[config.mk]
export PLATFORM = sky130hd
export DESIGN_NAME = mo_line_scanner_flat
export DESIGN_NICKNAME = d
export VERILOG_FILES = /design/src/rtl/mo_line_scanner_if.sv /design/src/rtl/mo_line_scanner.sv /design/src/flat_wrapper.sv
export SDC_FILE = /design/constraint.sdc
export NUM_CORES = 1
export LEC_CHECK = 0
export CAP_MARGIN = 20
export CORE_MARGIN = 5
export CORE_UTILIZATION = 35
export CTS_CLUSTER_DIAMETER = 80
export DETAILED_ROUTE_END_ITERATION = 8
export HOLD_SLACK_MARGIN = 0.12
export PLACE_DENSITY = 0.66
export SLEW_MARGIN = 0
export SYNTH_ARGS = -nofsm -noshare
export SYNTH_HDL_FRONTEND = slang
export SYNTH_SLANG_ARGS = --single-unit
[constraint.sdc]
create_clock -name i_clk -period 3.9 [get_ports i_clk]
set_input_delay 0.78 -clock i_clk [delete_from_list [all_inputs] [get_ports i_clk]]
set_output_delay 0.78 -clock i_clk [all_outputs]
set_load 0.01 [all_outputs]
[src/rtl/mo_line_scanner_if.sv]
// mo_line_scanner_if
//   Groups the scanner's bus signals into one bundle.
//   - start/line          : scan request from the line sequencer
//   - mo_a/mo_r/mo_do     : MORAM video read port (port 2), registered data
//   - desc_*              : descriptor stream to the line-buffer renderer
//   - busy/done/overflow  : scan status
//   Modport master is the scanner side; slave is the environment side
//   (sequencer, MORAM port 2 and renderer).
interface mo_line_scanner_if;
  logic        start;
  logic [7:0]  line;
  logic [7:0]  mo_a;
  logic        mo_r;
  logic [15:0] mo_do;
  logic        desc_valid;
  logic        desc_ready;
  logic [7:0]  desc_pic;
  logic [4:0]  desc_color;
  logic        desc_hflip;
  logic [7:0]  desc_x;
  logic [3:0]  desc_row;
  logic        busy;
  logic        done;
  logic        overflow;

  modport master (
    input  start, line, mo_do, desc_ready,
    output mo_a, mo_r, desc_valid, desc_pic, desc_color, desc_hflip,
           desc_x, desc_row, busy, done, overflow
  );

  modport slave (
    output start, line, mo_do, desc_ready,
    input  mo_a, mo_r, desc_valid, desc_pic, desc_color, desc_hflip,
           desc_x, desc_row, busy, done, overflow
  );
endinterface

[src/rtl/mo_line_scanner.sv]
// mo_line_scanner
//   Per-scanline motion-object scanner. Walks objects 0..NUM_OBJ-1 through
//   the MORAM video read port, tests each against the requested line and
//   emits one descriptor per hit on a valid/ready stream, stopping early
//   once MAX_PER_LINE descriptors have been accepted.
//   Ports:
//     i_clk  : system clock, rising edge
//     i_rst  : asynchronous active-high reset
//     bus    : mo_line_scanner_if.master (request, MORAM port 2,
//              descriptor stream, status)
//
//   state    | meaning
//   ---------+-----------------------------------------------------------
//   IDLE     | waiting for start
//   RD_POS   | read word 2n+1 (y, x)
//   CHK_POS  | hit test on y; on a hit read word 2n (attributes)
//   CHK_ATTR | capture pic/color/hflip
//   OUT      | present descriptor until accepted
//   DONE     | one-cycle done pulse
module mo_line_scanner #(
  parameter int NUM_OBJ      = 128,
  parameter int MO_HEIGHT    = 16,
  parameter int MAX_PER_LINE = 16
) (
  input  logic                 i_clk,
  input  logic                 i_rst,
  mo_line_scanner_if.master    bus
);

  typedef enum logic [2:0] {
    S_IDLE     = 3'd0,
    S_RD_POS   = 3'd1,
    S_CHK_POS  = 3'd2,
    S_CHK_ATTR = 3'd3,
    S_OUT      = 3'd4,
    S_DONE     = 3'd5
  } state_t;

  localparam logic [6:0] LAST_N  = 7'(NUM_OBJ - 1);
  localparam logic [7:0] MAX_CNT = 8'(MAX_PER_LINE);
  localparam logic [7:0] HEIGHT  = 8'(MO_HEIGHT);

  state_t      r_state;
  state_t      w_state_nxt;

  logic [7:0]  r_line;
  logic [6:0]  r_n;
  logic [7:0]  r_cnt;
  logic        r_overflow;
  logic [7:0]  r_mo_a;

  logic [7:0]  r_pic;
  logic [4:0]  r_color;
  logic        r_hflip;
  logic [7:0]  r_x;
  logic [3:0]  r_row;

  logic [7:0]  w_row;
  logic        w_hit;
  logic        w_last;
  logic        w_cnt_full;
  logic [7:0]  w_mo_a;
  logic        w_mo_r;
  logic        w_n_inc;
  logic        w_cnt_inc;
  logic        w_ovf_set;
  logic        w_lat_pos;
  logic        w_lat_attr;
  logic        w_attr_unused;

  // Row inside the object; a line above y wraps to a large value and misses.
  assign w_row      = r_line - bus.mo_do[15:8];
  assign w_hit      = (w_row < HEIGHT);
  assign w_last     = (r_n == LAST_N);
  assign w_cnt_full = ((r_cnt + 8'd1) == MAX_CNT);

  // Attribute bits [7:6] carry nothing for this block.
  assign w_attr_unused = ^bus.mo_do[7:6];

  always_ff @(posedge i_clk or posedge i_rst) begin
    if (i_rst) begin
      r_state <= S_IDLE;
    end else begin
      r_state <= w_state_nxt;
    end
  end

  always_comb begin
    w_state_nxt = r_state;
    w_mo_a      = r_mo_a;
    w_mo_r      = 1'b0;
    w_n_inc     = 1'b0;
    w_cnt_inc   = 1'b0;
    w_ovf_set   = 1'b0;
    w_lat_pos   = 1'b0;
    w_lat_attr  = 1'b0;

    case (r_state)
      S_IDLE: begin
        w_state_nxt = S_IDLE;
      end
      S_RD_POS: begin
        w_mo_a      = {r_n, 1'b1};
        w_mo_r      = 1'b1;
        w_state_nxt = S_CHK_POS;
      end
      S_CHK_POS: begin
        if (w_hit) begin
          w_lat_pos   = 1'b1;
          w_mo_a      = {r_n, 1'b0};
          w_mo_r      = 1'b1;
          w_state_nxt = S_CHK_ATTR;
        end else if (w_last) begin
          w_state_nxt = S_DONE;
        end else begin
          w_n_inc     = 1'b1;
          w_state_nxt = S_RD_POS;
        end
      end
      S_CHK_ATTR: begin
        w_lat_attr  = 1'b1;
        w_state_nxt = S_OUT;
      end
      S_OUT: begin
        if (bus.desc_ready) begin
          w_cnt_inc = 1'b1;
          if (w_cnt_full) begin
            w_ovf_set   = 1'b1;
            w_state_nxt = S_DONE;
          end else if (w_last) begin
            w_state_nxt = S_DONE;
          end else begin
            w_n_inc     = 1'b1;
            w_state_nxt = S_RD_POS;
          end
        end
      end
      S_DONE: begin
        w_state_nxt = S_IDLE;
      end
      default: begin
        w_state_nxt = S_IDLE;
      end
    endcase

    // A start at any time (re)launches the scan from object 0.
    if (bus.start) begin
      w_state_nxt = S_RD_POS;
    end
  end

  always_ff @(posedge i_clk or posedge i_rst) begin
    if (i_rst) begin
      r_line     <= 8'd0;
      r_n        <= 7'd0;
      r_cnt      <= 8'd0;
      r_overflow <= 1'b0;
      r_mo_a     <= 8'd0;
    end else begin
      r_mo_a <= w_mo_a;
      if (bus.start) begin
        r_line     <= bus.line;
        r_n        <= 7'd0;
        r_cnt      <= 8'd0;
        r_overflow <= 1'b0;
      end else begin
        if (w_n_inc) begin
          r_n <= r_n + 7'd1;
        end
        if (w_cnt_inc) begin
          r_cnt <= r_cnt + 8'd1;
        end
        if (w_ovf_set) begin
          r_overflow <= 1'b1;
        end
      end
    end
  end

  always_ff @(posedge i_clk or posedge i_rst) begin
    if (i_rst) begin
      r_pic   <= 8'd0;
      r_color <= 5'd0;
      r_hflip <= 1'b0;
      r_x     <= 8'd0;
      r_row   <= 4'd0;
    end else begin
      if (w_lat_pos) begin
        r_x   <= bus.mo_do[7:0];
        r_row <= w_row[3:0];
      end
      if (w_lat_attr) begin
        r_pic   <= bus.mo_do[15:8];
        r_hflip <= bus.mo_do[5];
        r_color <= bus.mo_do[4:0];
      end
    end
  end

  assign bus.mo_a       = w_mo_a;
  assign bus.mo_r       = w_mo_r;
  assign bus.desc_valid = (r_state == S_OUT);
  assign bus.desc_pic   = r_pic;
  assign bus.desc_color = r_color;
  assign bus.desc_hflip = r_hflip;
  assign bus.desc_x     = r_x;
  assign bus.desc_row   = r_row;
  assign bus.busy       = (r_state != S_IDLE);
  assign bus.done       = (r_state == S_DONE);
  assign bus.overflow   = r_overflow;

endmodule

[src/flat_wrapper.sv]
// flat-port wrapper written by rule: the top's interface ports become plain ports
module mo_line_scanner_flat 
#(
  parameter int NUM_OBJ      = 128,
  parameter int MO_HEIGHT    = 16,
  parameter int MAX_PER_LINE = 16
)
  (i_clk, i_rst, bus_start, bus_line, bus_mo_do, bus_desc_ready, bus_mo_a, bus_mo_r, bus_desc_valid, bus_desc_pic, bus_desc_color, bus_desc_hflip, bus_desc_x, bus_desc_row, bus_busy, bus_done, bus_overflow);
  mo_line_scanner_if bus_i ();
  input  logic i_clk;
  input  logic i_rst;
  input wire logic [$bits(bus_i.start)-1:0] bus_start;
  input wire logic [$bits(bus_i.line)-1:0] bus_line;
  input wire logic [$bits(bus_i.mo_do)-1:0] bus_mo_do;
  input wire logic [$bits(bus_i.desc_ready)-1:0] bus_desc_ready;
  output wire logic [$bits(bus_i.mo_a)-1:0] bus_mo_a;
  output wire logic [$bits(bus_i.mo_r)-1:0] bus_mo_r;
  output wire logic [$bits(bus_i.desc_valid)-1:0] bus_desc_valid;
  output wire logic [$bits(bus_i.desc_pic)-1:0] bus_desc_pic;
  output wire logic [$bits(bus_i.desc_color)-1:0] bus_desc_color;
  output wire logic [$bits(bus_i.desc_hflip)-1:0] bus_desc_hflip;
  output wire logic [$bits(bus_i.desc_x)-1:0] bus_desc_x;
  output wire logic [$bits(bus_i.desc_row)-1:0] bus_desc_row;
  output wire logic [$bits(bus_i.busy)-1:0] bus_busy;
  output wire logic [$bits(bus_i.done)-1:0] bus_done;
  output wire logic [$bits(bus_i.overflow)-1:0] bus_overflow;
  assign bus_i.start = bus_start;
  assign bus_i.line = bus_line;
  assign bus_i.mo_do = bus_mo_do;
  assign bus_i.desc_ready = bus_desc_ready;
  assign bus_mo_a = bus_i.mo_a;
  assign bus_mo_r = bus_i.mo_r;
  assign bus_desc_valid = bus_i.desc_valid;
  assign bus_desc_pic = bus_i.desc_pic;
  assign bus_desc_color = bus_i.desc_color;
  assign bus_desc_hflip = bus_i.desc_hflip;
  assign bus_desc_x = bus_i.desc_x;
  assign bus_desc_row = bus_i.desc_row;
  assign bus_busy = bus_i.busy;
  assign bus_done = bus_i.done;
  assign bus_overflow = bus_i.overflow;
  mo_line_scanner #(.NUM_OBJ(NUM_OBJ), .MO_HEIGHT(MO_HEIGHT), .MAX_PER_LINE(MAX_PER_LINE)) u_core (.i_clk(i_clk), .i_rst(i_rst), .bus(bus_i));
endmodule
==> metrics.txt, run 1 <==
peak supply drop 0.171 mV; diodes inserted 0; first-pass GRT wire length approximately 11000 um; most common cell after layout, fill and taps aside dfrtp_1; CP required ~3.1 ns; iteration-0 DRC count of the detailed router 60; die height a little over 100 um; vias about 2300; Layout Skew approximately 0.013 ns; final hold violations 0; Placed Instances ~440; TritonCTS buffer count 9; gr usage total a little over an eighth; register bit total from synthesis 61; fin. max-slew vios 0; Finished Cell Area roughly 4300 um2; layout cells sized above 1 32.2%; Worst Hold Margin ~0.47 ns; CTS hold repair buffers 0; CTS tree yes; HPWL Detailed around 4600 um; Routability Congestion 0.786; Slew HR a little under half; sw frac between 20% and 30%; RR Startpoint u_core.r_line[0]; Final TNS setup 0 ns; Pre-antenna DRT Iters 4; PwrDens ~470 nW/um2; combinational power share between 20 and 30%; R2R setup slack between 1 and 1.5 ns; Syn Std Cell Area approximately 3000 um2; Clock power frac between 30% and 40%; CP Data Arrival Time slightly above 3 ns; largest net degree at the start of global routing between 60 and 70; H-tree levels 3; maximum buffer depth of the clock tree 2; setup violators final 0; leak pwr 0.00191 uW; Mapped Cells approximately 260; worst slew pin tran slightly below 0.8 ns; WL/cell 14.2 um; Period Utilization, post-route ~100%; CTS sink cnt slightly above 60; Hold/Removal Path Class flop to flop; Crit. End Element output port; vias in the first global route 2260; final antenna-violating net count 0; switching power approximately 540 uW; status completed; type of origin of the critical path primary input; post-synth top area share ~52%; count of cell types in the netlist 39; total core area 8220 um2; Max Fclk 0.262 GHz; crit-path max FO 5; DRC 0; Cell Int Power between 1500 and 2000 uW; GR Overflow Total 0; CP startpoint bus_mo_do[12]; max_cap viols 0; CTS clk-pin slew, worst paths about 0.060 ns; Setup crit end bus_mo_a[4]; Via-to-Cell Ratio a little under 5; Nets 394; Worst Reg-to-Reg Cells 13; most area-hungry cell type in the Yosys netlist dfrtp_1; Post-Syn Nets 302; worst skew pair latency between 0.3 and 0.4 ns; Post-synth EDFFs 0; commonest non-fill, non-tap cells in the layout dfrtp_1 (61), clkdlybuf4s50_1 (52), mux2_2 (29), nand2_1 (24), nor2_1 (19); syn avg cell area approximately 11 um2; initial antenna violation count 0; DRT Wirelength ~6600 um; Synth Flop Type dfrtp_1; share of power burned in registers 39.3%; Die ar. just over 10000 um2; placed inst area roughly 3800 um2; Final Non-Filler Cells ~470; die width between 100 and 150 um; share of flip-flops with an asynchronous set or reset 100%; min Tclk post-route about 3.8 ns; register area share after synthesis around half; PortBufs 66; IO Pins 67; Hold Path Depth 2; Area growth, synth to finish 45.6%; critical path type primary input to output port; RR Endpoint u_core.r_n[0]; Root Driver clkbuf_8; Ys Warns 0; top post-synthesis cells by area dfrtp_1 (52%), mux2_2 (14%), ha_1 (4.2%); Initial Utilization approximately 36%; # rows 33
[routing by layer]
metal	global-route usage [%]	vias to the layer above	routed length, um
met3	4.51	9	361
met2	23.0	43	3270
met5	0	-	0
met4	3.63	0	80
li1	-	1095	-
met1	16.8	1104	2870
[registers in the layout (all words and copies together) (netlist names)]
signal / flops
u_core.bus.desc_pic: 8
u_core.bus.desc_x: 8
u_core.r_cnt: 8
u_core.r_line: 8
u_core.r_mo_a: 8
u_core.r_n: 7
u_core.bus.desc_color: 5
u_core.bus.desc_row: 4
u_core.r_state: 3
u_core.bus.desc_hflip: 1
u_core.bus.overflow: 1
[logic make-up after synthesis]
group,share of synthesized area [%]
AND/OR/NAND/NOR,13.8
flip-flops,51.6
AO/OA/AOI/OAI,9.61
multiplexers,14.0
buffers and inverters,2.45
XOR/XNOR,3.55
adder cells (fa/ha/maj),4.91
[power by group through the flow]
| stage | logic [uW] | registers (uW) | clock network (uW) |
|---|---|---|---|
| 4_1_cts | 579 | 804 | 656 |
| 3_5_place_dp | 548 | 814 | 0 |
| 3_3_place_gp | 538 | 808 | 0 |
| 2_1_floorplan | 192 | 855 | 0 |
| 6_report | 600 | 803 | 638 |
| 5_1_grt | 651 | 821 | 683 |
[critical path: stages]
cell             delay [ns]
clkdlybuf4s50_1        0.47
inv_2                  0.06
ha_4                   0.16
or4b_4                 0.51
o2111a_2               0.20
nand3_4                0.07
a21boi_4               0.19
buf_6                  0.15
mux2_4                 0.31
buf_6                  0.12
[cell type report]
cell class              count  area [um2]
fillers                   747        3910
flip-flops and latches     61        1530
multi-input cells         183        1530
repair buffers             89         853
clock buffers              12         155
well taps                 105         131
clock inverters             4        70.1
inverters                  11        41.3
[stage by stage]
step / setup WS (ns) / total power, uW / util [%]
detailed placement: -0.691 / 1360 / 46.7
floorplan: 0.338 / 1050 / -
global placement: -0.637 / 1350 / 46.7
CTS: 0.00725 / 2040 / 51.4
global route: -0.0177 / 2150 / 52.4
finish: 0.0805 / 2040 / 52.4
[cell usage after synthesis (2+ instances only)]
cell type  instances
a21boi_4           2
xnor2_1            6
nor3b_1            2
a21oi_1           13
ha_1              10
nand2_1           24
inv_1             11
a31oi_1            2
or3_1              3
nor2_1            20
nor3_1             2
nand2b_1           4
nand4_1            5
xor2_1             6
nor2b_1            8
a22o_1             2
o31ai_1            2
clkbuf_1           6
nand3_1            4
dfrtp_1           61
mux2_2            36
a211oi_1           2
and2_1             2
o21ai_0           15
[worst min-delay path by stage]
stage / from / endpoint / slack, ns
6_report: u_core.bus.desc_pic[6] / u_core.bus.desc_pic[6] / 0.47
5_1_grt: u_core.bus.desc_row[0] / u_core.bus.desc_row[0] / 0.51
4_1_cts: u_core.bus.desc_pic[6] / u_core.bus.desc_pic[6] / 0.49
3_5_place_dp: u_core.bus.desc_pic[6] / u_core.bus.desc_pic[6] / 0.47
3_3_place_gp: u_core.bus.desc_pic[5] / u_core.bus.desc_pic[5] / 0.46
2_1_floorplan: u_core.r_line[2] / u_core.r_line[2] / 0.48
[what timing repair did]
action	4_1_cts	5_1_grt
pin swaps	7	12
setup buffers	3	4
gates resized for setup	69	16
endpoints found under the setup margin	9	8
gates cloned	0	0
Note: power is estimated with default switching activity, not from simulation.
==> inputs of run 2 (changes only) <==
--- a/config.mk
+++ b/config.mk
@@ -12,7 +12,7 @@
 export DETAILED_ROUTE_END_ITERATION = 8
 export HOLD_SLACK_MARGIN = 0.12
 export PLACE_DENSITY = 0.66
-export SLEW_MARGIN = 0
+export SLEW_MARGIN = 20
 export SYNTH_ARGS = -nofsm -noshare
 export SYNTH_HDL_FRONTEND = slang
 export SYNTH_SLANG_ARGS = --single-unit
==> results of run 2 <==
The final DEF is identical to that of run 1; final timing and power are the same.
